<file path="config.mk">
export PLATFORM = sky130hd
export DESIGN_NAME = fwts_monitor
export DESIGN_NICKNAME = d
export VERILOG_FILES = /design/src/rtl/fwts_pkg.sv /design/src/rtl/fwts_axis_chk.sv /design/src/rtl/fwts_monitor.sv
export SDC_FILE = /design/constraint.sdc
export NUM_CORES = 1
export LEC_CHECK = 0
export ABC_AREA = 1
export CELL_PAD_IN_SITES_DETAIL_PLACEMENT = 2
export CELL_PAD_IN_SITES_GLOBAL_PLACEMENT = 2
export CORE_UTILIZATION = 36
export CTS_CLUSTER_DIAMETER = 30
export CTS_CLUSTER_SIZE = 16
export DETAILED_ROUTE_END_ITERATION = 8
export PLACE_DENSITY_LB_ADDON = 0.1
export SLEW_MARGIN = 20
export SYNTH_ARGS = -nofsm -noshare
export SYNTH_HDL_FRONTEND = slang
export SYNTH_SLANG_ARGS = --single-unit
</file>
<file path="constraint.sdc">
create_clock -name clk -period 2.68 [get_ports clk]
set_input_delay 0.536 -clock clk [delete_from_list [all_inputs] [get_ports clk]]
set_output_delay 0.536 -clock clk [all_outputs]
set_load 0.05 [all_outputs]
</file>
<file path="src/rtl/fwts_pkg.sv">
// Shared definitions for the four-way traffic signal controller and its safety monitor:
// light codes, fault codes and the per-axis check flag bundle.
package fwts_pkg;

  localparam logic [2:0] LIGHT_RED    = 3'b100;
  localparam logic [2:0] LIGHT_YELLOW = 3'b010;
  localparam logic [2:0] LIGHT_GREEN  = 3'b001;

  localparam logic [2:0] FLT_NONE         = 3'd0;
  localparam logic [2:0] FLT_ENCODING     = 3'd1;
  localparam logic [2:0] FLT_CONFLICT     = 3'd2;
  localparam logic [2:0] FLT_MISMATCH     = 3'd3;
  localparam logic [2:0] FLT_SEQUENCE     = 3'd4;
  localparam logic [2:0] FLT_SHORT_GREEN  = 3'd5;
  localparam logic [2:0] FLT_SHORT_YELLOW = 3'd6;
  localparam logic [2:0] FLT_TIMEOUT      = 3'd7;

  typedef struct packed {
    logic seq;
    logic short_green;
    logic short_yellow;
  } axis_flags_t;

  function automatic logic is_legal(input logic [2:0] code);
    return (code == LIGHT_RED) || (code == LIGHT_YELLOW) || (code == LIGHT_GREEN);
  endfunction

  // hits[n] set means fault code n fired; the lowest code wins.
  function automatic logic [2:0] flt_encode(input logic [7:1] hits);
    logic [2:0] code;
    code = FLT_NONE;
    for (int i = 7; i >= 1; i--) begin
      if (hits[i]) code = 3'(i);
    end
    return code;
  endfunction

endpackage

</file>
<file path="src/rtl/fwts_axis_chk.sv">
// Per-axis sequence and dwell checker: previous code, dwell counter, first-sample handling
// and the bad-sequence / short-green / short-yellow flags.
module fwts_axis_chk
  import fwts_pkg::*;
#(
  parameter int MIN_GREEN  = 10,
  parameter int MIN_YELLOW = 3,
  parameter int CNT_W      = 16
) (
  input  logic        clk,
  input  logic        rst,
  input  logic [2:0]  code,
  input  logic        legal,
  output axis_flags_t flags,
  output logic        changed,
  output logic        red_to_green
);

  logic [2:0]       prev_reg;
  logic [CNT_W-1:0] dwell_reg;
  logic             first_reg;  // next sample is the first after reset
  logic             init_reg;   // still in the state whose start was not observed
  logic             check;
  logic             legal_step;

  assign changed      = !first_reg && (code != prev_reg);
  assign red_to_green = !first_reg && (prev_reg == LIGHT_RED) && (code == LIGHT_GREEN);
  assign check        = changed && legal;
  assign legal_step   = ((prev_reg == LIGHT_GREEN)  && (code == LIGHT_YELLOW)) ||
                        ((prev_reg == LIGHT_YELLOW) && (code == LIGHT_RED))    ||
                        ((prev_reg == LIGHT_RED)    && (code == LIGHT_GREEN));

  assign flags.seq          = check && is_legal(prev_reg) && !legal_step;
  assign flags.short_green  = check && !init_reg && (prev_reg == LIGHT_GREEN) &&
                              (dwell_reg < CNT_W'(MIN_GREEN));
  assign flags.short_yellow = check && !init_reg && (prev_reg == LIGHT_YELLOW) &&
                              (dwell_reg < CNT_W'(MIN_YELLOW));

  always_ff @(posedge clk or negedge rst) begin
    if (!rst) begin
      prev_reg  <= LIGHT_RED;
      dwell_reg <= '0;
      first_reg <= 1'b1;
      init_reg  <= 1'b1;
    end else if (first_reg) begin
      prev_reg  <= code;
      dwell_reg <= CNT_W'(1);
      first_reg <= 1'b0;
      init_reg  <= 1'b1;
    end else if (code != prev_reg) begin
      prev_reg  <= code;
      dwell_reg <= CNT_W'(1);
      init_reg  <= 1'b0;
    end else if (dwell_reg != '1) begin
      dwell_reg <= dwell_reg + 1'b1;
    end
  end

endmodule

</file>
<file path="src/rtl/fwts_monitor.sv">
// Safety monitor for the four-way traffic signal outputs with sticky first-fault reporting.
// Optional watchdog (fault code 7) is built only when FWTS_MON_TIMEOUT_EN is defined.
module fwts_monitor
  import fwts_pkg::*;
#(
  parameter int MIN_GREEN  = 10,
  parameter int MIN_YELLOW = 3,
  parameter int TIMEOUT    = 1000,
  parameter int CNT_W      = 16
) (
  input  logic             clk,
  input  logic             rst,
  input  logic [2:0]       north,
  input  logic [2:0]       south,
  input  logic [2:0]       east,
  input  logic [2:0]       west,
  input  logic             clr,
  output logic             viol,
  output logic             fault,
  output logic [2:0]       fault_code,
  output logic [CNT_W-1:0] ns_green_cnt
);

  logic [2:0]       dir [4];
  logic [3:0]       legal;
  axis_flags_t      ns_flags, ew_flags;
  logic             ns_chg, ew_chg, ns_r2g, ew_r2g;
  logic             illegal, conflict, mismatch, timeout_hit;
  logic [7:1]       hits;
  logic [2:0]       code_next;
  logic             any_viol;
  logic             viol_reg, fault_reg;
  logic [2:0]       code_reg;
  logic [CNT_W-1:0] cnt_reg;
  logic             unused_ok;

  assign dir[0] = north;
  assign dir[1] = south;
  assign dir[2] = east;
  assign dir[3] = west;

  for (genvar gi = 0; gi < 4; gi++) begin : g_legal
    assign legal[gi] = is_legal(dir[gi]);
  end

  assign illegal  = !(&legal);
  assign conflict = ((north != LIGHT_RED) || (south != LIGHT_RED)) &&
                    ((east  != LIGHT_RED) || (west  != LIGHT_RED));
  assign mismatch = (north != south) || (east != west);

  fwts_axis_chk #(.MIN_GREEN(MIN_GREEN), .MIN_YELLOW(MIN_YELLOW), .CNT_W(CNT_W)) u_ns (
    .clk(clk), .rst(rst), .code(north), .legal(legal[0] && legal[1]),
    .flags(ns_flags), .changed(ns_chg), .red_to_green(ns_r2g)
  );

  fwts_axis_chk #(.MIN_GREEN(MIN_GREEN), .MIN_YELLOW(MIN_YELLOW), .CNT_W(CNT_W)) u_ew (
    .clk(clk), .rst(rst), .code(east), .legal(legal[2] && legal[3]),
    .flags(ew_flags), .changed(ew_chg), .red_to_green(ew_r2g)
  );

`ifdef FWTS_MON_TIMEOUT_EN
  logic [CNT_W-1:0] wd_reg;

  // Fires on the TIMEOUT-th quiet cycle, then restarts from zero.
  assign timeout_hit = !ns_chg && !ew_chg && (wd_reg == CNT_W'(TIMEOUT - 1));

  always_ff @(posedge clk or negedge rst) begin
    if (!rst) begin
      wd_reg <= '0;
    end else if (ns_chg || ew_chg || timeout_hit) begin
      wd_reg <= '0;
    end else begin
      wd_reg <= wd_reg + 1'b1;
    end
  end

  assign unused_ok = &{1'b0, ew_r2g};
`else
  assign timeout_hit = 1'b0;
  // EW red->green and the change strobes have no consumer without the watchdog.
  assign unused_ok = &{1'b0, ew_r2g, ns_chg, ew_chg, TIMEOUT[0]};
`endif

  assign hits = {timeout_hit,
                 ns_flags.short_yellow | ew_flags.short_yellow,
                 ns_flags.short_green  | ew_flags.short_green,
                 ns_flags.seq          | ew_flags.seq,
                 mismatch, conflict, illegal};
  assign any_viol  = |hits;
  assign code_next = flt_encode(hits);

  always_ff @(posedge clk or negedge rst) begin
    if (!rst) begin
      viol_reg  <= 1'b0;
      fault_reg <= 1'b0;
      code_reg  <= FLT_NONE;
      cnt_reg   <= '0;
    end else begin
      viol_reg <= any_viol;
      // A violation coinciding with clr replaces the old code.
      if (any_viol && (clr || !fault_reg)) begin
        fault_reg <= 1'b1;
        code_reg  <= code_next;
      end else if (clr) begin
        fault_reg <= 1'b0;
        code_reg  <= FLT_NONE;
      end
      if (ns_r2g) cnt_reg <= cnt_reg + 1'b1;
    end
  end

  assign viol         = viol_reg;
  assign fault        = fault_reg;
  assign fault_code   = code_reg;
  assign ns_green_cnt = cnt_reg;

endmodule

</file>
==> After elaboration in Yosys (flattened, before gate mapping) <==
Cells that the tools add are included.
{ "op_classes": {"shift": 0, "mux": 24, "n_eq_ne": 28, "n_reduce_logical": 64, "mul": 0, "n_addsub": 3, "n_lt_le_gt_ge": 4, "bitwise_logic": 3, "n_div": 0} }
{ "ops": {"columns": ["cell", "count"], "rows": [
  ["2-to-1 mux 16 bit", 6],
  ["adder 16 x 1 -> 16 bit, second input constant", 3],
  ["2-to-1 mux 3 bit", 12],
  ["< comparator 16 x 2 -> 1 bit, second input constant", 2],
  ["< comparator 16 x 4 -> 1 bit, second input constant", 2],
  ["!= test 16 bit, second input constant", 2],
  ["logical AND 1 bit", 30],
  ["logical OR 1 bit", 20],
  ["equality test 3 x 1 -> 1 bit, second input constant", 6],
  ["equality test 3 x 2 -> 1 bit, second input constant", 6],
  ["equality test 3 bit, second input constant", 6],
  ["!= test 3 bit", 4],
  ["!= test 3 bit, second input constant", 4],
  ["zero test 1 bit", 7],
  ["2-to-1 mux 1 bit", 6],
  ["nonzero test 2 bit", 3],
  ["nonzero test 3 bit", 2],
  ["OR reduction 6 bit", 1],
  ["AND reduction 4 bit", 1],
  ["bitwise OR 1 bit", 3]
]} }
{ "word_totals": {"memories": 0, "mem_bits_rw": 0, "out_inout_bits": 21, "romBits": 0, "regBits": 62, "latchBits": 0} }

==> Depth between registers and ports, before layout <==
Gate-level depths: netlist of the first run.
{ "depth": {"ltp_word": 16, "depth_mapped": 15, "mapped_depth_nobuf": 15} }

==> By module <==
Synthesis of the first run repeated with hierarchy kept, for this count alone.
{ "unflattened": {"cells_unflattened": 558, "hier_area_um2": 4038.9} }
{ "by_module_without_submodules": {"columns": ["module", "seq_area_each_um2", "n_inst", "area_per_inst_um2", "cells_per_inst"], "rows": [
  ["fwts_axis_chk", 529.3, 2, 1392.6, 199],
  ["fwts_monitor", 525.5, 1, 1253.7, 160]
]} }

==> Least setup slack after synthesis of the first run <==
OpenSTA, ideal clock, no wires.
{ "synth_timing": {"kind": "register to register", "startpoint": "register cnt_reg[0] (netlist: ns_green_cnt[0])", "endpoint": "register cnt_reg[12] (netlist: ns_green_cnt[12])", "period_less_slack_ns": 1.752, "setup_time_ns": 0.141, "path_buffers": 0, "path_slack_ns": 0.928, "stages_incl_launch_ff": 8, "arrival_time_ns": 1.611, "required_time_ns": 2.539, "cell_sequence": "dfrtp_1 ha_1 nand2_1 nor2_1 nand4_1 nor2_1 nand2_1 xnor2_1"} }
{ "synth_via": {"elab_chain_len": 1} }
{ "synth_rtl": {"columns": ["element", "line_no", "source"], "rows": [
  ["start, declared", "fwts_monitor.sv:34", "logic [CNT_W-1:0] cnt_reg;"],
  ["start signal, assigned", "fwts_monitor.sv:108", "if (ns_r2g) cnt_reg <= cnt_reg + 1'b1;"],
  ["adder 16 x 1 -> 16 bit", "fwts_monitor.sv:108", null]
]} }
Every way passes these cells.
A chain may end at the register's enable or synchronous reset.

==> Worst setup path after layout of the first run <==
{ "layout_timing": {"startpoint": "register cnt_reg[0] (netlist: ns_green_cnt[0])", "endpoint": "output port ns_green_cnt[0]"} }
{ "layout_rtl": {"columns": ["element", "line_no", "source"], "rows": [
  ["end, declared", "fwts_monitor.sv:21", "output logic [CNT_W-1:0] ns_green_cnt"]
]} }
No word-level cell between the ends.

==> impl_metrics.tcl, run 1 <==
set metrics [dict create \
    hold_viol 0 \
    pin_count 36 \
    avgRoutedWirePerCell_um 16.1 \
    critPathTopFamily "buffers and inverters" \
    place_area_mm2 0.00415 \
    max_slew_margin 0.501 \
    worstReg2RegStart "u_ew.dwell_reg[0]$_DFFE_PN0P_" \
    crit_type "reg2out" \
    globalRouteMet2Util 0.383 \
    die_h_um 102 \
    core_mm2 0.00977 \
    grt_pass1_wl_um 17400 \
    gp_congestion 0.771 \
    synth_commonest_cells "nand2_1 (100), inv_1 (64), dfrtp_1 (57), nor2_1 (46), nand3_1 (38)" \
    report.final.slew_viol_count 0 \
    start_kind "register" \
    met1_usage 0.268 \
    fillers 1154 \
    final_core_util 0.446 \
    worstSetupPathDepth 1 \
    power.density_mw_per_mm2 492 \
    via_count 3252 \
    leakagePower_nw 2.05 \
    arrival_ps 1700 \
    ys_seq_area_frac 0.429 \
    startpoint "ns_green_cnt[0]$_DFFE_PN0P_" \
    yosysTopAreaCellShare 0.393 \
    synth-seq-cells 62 \
    grt_overflow 0 \
    pre_cts_slack_ps 147 \
    clock_sinks 62 \
    yosysWarningCount 0 \
    syn_avg_cell_area_um2 7.83 \
    worst_pin_slew_ps 748 \
    final_layout_size_suffix_gt1_frac 0.131 \
    grt_usage 0.218 \
    finalCritPeriodShare 0.834 \
    dieArea_mm2 0.0105 \
    ys.flop_type "dfrtp_1" \
    worst-path-buf-inv 1 \
    cp_max_fo 4 \
    busiest_layer "met2" \
    synthCells 464 \
    synth_cell_types 38 \
    postCtsResizedCells 0 \
    vdd.ir_drop.worst_mv 0.270 \
    finalNonFillerCells 645 \
    hpwl_um 7920 \
    area.sequential_mm2 0.00156 \
    rrSetupSlack_ps 720 \
    vias_per_cell 5.04 \
    end_kind "output port" \
    crit_path_max_incr_delay_ps 870 \
    grt_util_met3 0.0451 \
    yosys.area.top_type "dfrtp_1" \
    ys_async_sr_fraction 1.00 \
    rsz0062_at_grt "no" \
    post_cts_buffers 0 \
    reg2reg_depth 10 \
    total_power_mw 2.15 \
    ant_nets 0 \
    grt_max_degree 34 \
    clkTransAtPathRegs_ps 70 \
    syn_to_final_growth_pct 20.2 \
    multiInputGateArea_mm2 0.00176 \
    antenna_found_initial 0 \
    fmax_ghz 0.447 \
    hp-class "in2async" \
    io_buffer_count 35 \
    num_antenna_cells 0 \
    worstSetupEndpoint "ns_green_cnt[0]" \
    yosysMostFrequentCell "nand2_1" \
    path_cells "clkdlybuf4s50_1" \
    syn_area_mm2 0.00363 \
    htree_levels 3 \
    rows 36 \
    fin_tns_setup_ps 0 \
    outcome "complete, no violations" \
    first_global_vias 3520 \
    nets 525 \
    numCtsBuffers 9 \
    holdWs_ps 247 \
    synth-edff-count 0 \
    die_w_um 102 \
    cap_viol_max_count 0 \
    worstSkewPairLatency_ps 350 \
    final_area_mm2 0.00436 \
    r2r_end "u_ew.dwell_reg[8]$_DFFE_PN0P_" \
    start_util 0.371 \
    routed_wirelength_um 10400 \
    ctsHoldBuffers 0 \
    cts.path.max_buffers 2 \
    setup_viol 0 \
    cts-root-buf "clkbuf_8" \
    firstDrtPassIters 4 \
    drc 0 \
    cts_tree "built" \
    placed_cells 629 \
    period_needed_ps 2240 \
    cp.required_ps 2140 \
    drtIter0Drc 64 \
    setup_ws_ps 444 \
    synth.area.top_cells "dfrtp_1 (39%), nand2_1 (10%), inv_1 (6.6%)" \
    syn_nets 482 \
    fin_skew_ps 5.72 \
    crit_slowest_cell "clkdlybuf4s50_1" \
]
==> metal layers <==
layer,up-vias,routed length [µm]
li1,1585,-
met1,1626,4680
met2,33,5360
met3,8,224
met4,0,91
met5,-,0
==> cell type report <==
class	instances	share of cell area
inverters	73	0.0628
repair buffers	39	0.0889
multi-input cells	322	0.404
clock inverters	4	0.0161
well taps	133	0.0381
clock buffers	12	0.0333
flip-flops and latches	62	0.357
==> report_power, final <==
group	switching (mW)	internal, mW
clock	0.391	0.547
sequential	0.0250	0.958
combinational	0.145	0.0782
==> worst min path at each step <==
stage                                  startpoint                             to  slack (ps)
global placement    u_ew.dwell_reg[6]$_DFFE_PN0P_  u_ew.dwell_reg[7]$_DFFE_PN0P_         480
CTS                                           rst  u_ns.dwell_reg[7]$_DFFE_PN0P_         270
finish                                        rst  u_ns.dwell_reg[9]$_DFFE_PN0P_         250
detailed placement   ns_green_cnt[15]$_DFFE_PN0P_   ns_green_cnt[15]$_DFFE_PN0P_         490
global route                                  rst  u_ns.dwell_reg[6]$_DFFE_PN0P_         290
floorplan                                     rst              fault$_DFFE_PN0P_         240
==> cell usage in the layout (no fill, tap or decap), drive strengths merged, types with 2 or more instances in the layout <==
master / n
o21a: 2
nor3: 20
xor2: 13
a21oi: 20
xnor2: 9
clkinv: 2
a211oi: 7
or2: 2
dfstp: 5
dfrtp: 57
clkbuf: 12
o21ai: 16
clkdlybuf4s50: 34
buf: 5
nand2: 104
inv: 73
nand4: 12
a31oi: 3
ha: 3
nor2: 56
nand3: 45
nor4: 3
bufinv: 2
==> worst register-to-register path: cells and delay by family (launching register included) <==
kind            cells  cell delay (ps)
buf+inv             2              170
fa+ha+maj           1              250
compound gates      2              280
flops               1              420
simple gates        5              760
==> kinds of logic (layout without fill, tap and decap cells) <==
family / Yosys count / after routing / share of synthesized area
adders and majority gates: 3 / 3 / 0.0103
muxes: 1 / 1 / 0.00310
DFF: 62 / 62 / 0.429
other: 1 / 1 / 0.00103
and+or+nand+nor: 244 / 244 / 0.336
buffers and inverters: 80 / 128 / 0.0855
xor gates and xnor gates: 22 / 22 / 0.0531
AOI/OAI and AO/OA: 51 / 51 / 0.0820
No activity file was read; power rests on OpenSTA's default activity.
==> run 2, diff against run 1 <==
--- a/config.mk
+++ b/config.mk
@@ -8,7 +8,7 @@
 export ABC_AREA = 1
 export CELL_PAD_IN_SITES_DETAIL_PLACEMENT = 2
 export CELL_PAD_IN_SITES_GLOBAL_PLACEMENT = 2
-export CORE_UTILIZATION = 36
+export CORE_UTILIZATION = 30
 export CTS_CLUSTER_DIAMETER = 30
 export CTS_CLUSTER_SIZE = 16
 export DETAILED_ROUTE_END_ITERATION = 8
==> constraint.sdc (replaced) <==
create_clock -name clk -period 1.8 [get_ports clk]
set_input_delay 0.36 -clock clk [delete_from_list [all_inputs] [get_ports clk]]
set_output_delay 0.36 -clock clk [all_outputs]
set_load 0.05 [all_outputs]
==> run 2 against run 1 <==
The run now ends with design-rule violations left. Sequential share of layout area shrank 5.3 points. Clock power is 110% higher. Utilization down 0.36 points. Worst hold slack worse by 210 ps. Register-to-register slack got worse by 690 ps. Count of clock-buffer cells in the layout grew 1. Power up 79%. Sequential power rose by 50%. Routed wire length is 12% higher. Global-route usage shrank 2.2 points. Combinational power up 69%. Via count up 7.8%. Largest cell class unchanged.
==> impl_metrics.tcl, run 2 (synthesized netlist as in run 1, its figures left out) <==
set metrics [dict create \
    outcome "complete, but fails checks" \
    violations "design-rule violations" \
    drc 2 \
    first_global_vias 3989 \
    drtIter0Drc 80 \
    pin_count 36 \
    ant_nets 0 \
    setup_viol 0 \
    cap_viol_max_count 0 \
    syn_to_final_growth_pct 41.7 \
    crit_top_cell "nor2_4" \
    start_util 0.313 \
    grt_max_degree 63 \
    power.density_mw_per_mm2 748 \
    num_antenna_cells 0 \
    dieArea_mm2 0.0125 \
    antenna_found_initial 0 \
    layout_common_cells "nand2_1 (90), buf_4 (82), inv_1 (56), dfrtp_1 (51), nor2_1 (38)" \
    place_area_mm2 0.00445 \
    die_h_um 112 \
    setup_ws_ps 25.3 \
    leakagePower_nw 2.49 \
    htree_levels 3 \
    rows 39 \
    grt_pass1_wl_um 19400 \
    clock_sinks 62 \
    crit_type "reg2reg" \
    cts.path.max_buffers 2 \
    period_needed_ps 1770 \
    gp_congestion 0.775 \
    worstSkewPairLatency_ps 340 \
    cts-root-buf "clkbuf_16" \
    core_mm2 0.0116 \
    numCtsBuffers 9 \
    routed_wirelength_um 11600 \
    path_cells "buf_4 > nand4_2 > nor2_4 > nand4_4 > nor2_4 > nand2_4 > nor2_4 > nand4_4 > xnor2_2" \
    avgRoutedWirePerCell_um 16.2 \
    firstDrtPassIters 6 \
    final_common_cell "nand2_1" \
    nets 584 \
    end_kind "register" \
    final_layout_size_suffix_gt1_frac 0.350 \
    crit_path_max_incr_delay_ps 570 \
    cp.required_ps 2030 \
    crit_slowest_cell "dfstp_2" \
    vdd.ir_drop.worst_mv 0.389 \
    grt_overflow 0 \
    rsz0062_at_grt "yes" \
    fin_skew_ps 10.4 \
    cts_tree "built" \
    cp_max_fo 4 \
    final_area_mm2 0.00514 \
    report.final.slew_viol_count 0 \
    start_kind "register" \
    worst-path-buf-inv 1 \
    critPathTopFamily "simple AND/OR/NAND/NOR gates" \
    hpwl_um 8250 \
    io_buffer_count 35 \
    pre_cts_slack_ps -541 \
    hp-class "in2async" \
    final_core_util 0.443 \
    clkTransAtPathRegs_ps 60 \
    die_w_um 112 \
    hold_viol 0 \
    via_count 3506 \
    fmax_ghz 0.563 \
    arrival_ps 2010 \
    finalCritPeriodShare 0.986 \
    grt_usage 0.196 \
    vias_per_cell 4.91 \
]
run 2: through the flow:
step	std cells	power (mW)	hold slack, ps	TNS, ps
6_report	714	3.85	40.8	0
5_1_grt	714	3.99	76.1	-682
4_1_cts	703	3.87	45.4	-10.6
3_5_place_dp	684	1.84	414	-13830
3_3_place_gp	684	1.83	413	-10920
2_1_floorplan	464	1.67	64.4	0
run 2: power by group:
part | internal (mW) | total [mW] | switching, mW
Sequential | 1.43 | 1.47 | 0.0399
Clock | 1.32 | 2.00 | 0.675
Combinational | 0.140 | 0.379 | 0.239
Total | 2.89 | 3.85 | 0.954
run 2: what timing repair did:
action,CTS,global route
resized for setup,24,61
setup buffers,3,11
endpoints found under the setup margin,11,29
hold buffers,0,0
gates cloned,0,0
pin swaps,5,18
endpoints found under the hold margin,0,0
run 2: cell type report:
cell class,instances,area (µm²)
Clock inverter,3,65.1
Timing Repair Buffer,98,774
Fill cell,1317,6470
Clock buffer,13,270
Tap cell,143,179
Sequential cell,62,1570
Inverter,73,277
Multi-Input combinational cell,322,2010
run 2: path summary, 6_finish.rpt:
check,cells past startpoint,from,end,slack (ps)
min in group clk,1,east[2],u_ew.prev_reg[2]$_DFFE_PN1P_,340
min reg2reg,1,ns_green_cnt[15]$_DFFE_PN0P_,ns_green_cnt[15]$_DFFE_PN0P_,500
min,2,rst,u_ns.dwell_reg[11]$_DFFE_PN0P_,40
max,9,u_ns.prev_reg[2]$_DFFE_PN1P_,ns_green_cnt[15]$_DFFE_PN0P_,30
max in group asynchronous,2,rst,u_ns.prev_reg[2]$_DFFE_PN1P_,1440
max reg2reg,9,u_ns.prev_reg[2]$_DFFE_PN1P_,ns_green_cnt[15]$_DFFE_PN0P_,30
run 2: metal layers:
layer | GRT usage | wire length [µm] | vias to the layer above
li1 | - | - | 1703
met1 | 0.234 | 5190 | 1761
met2 | 0.355 | 6000 | 29
met3 | 0.0297 | 194 | 13
met4 | 0.0773 | 185 | 0
met5 | 0 | 0 | -
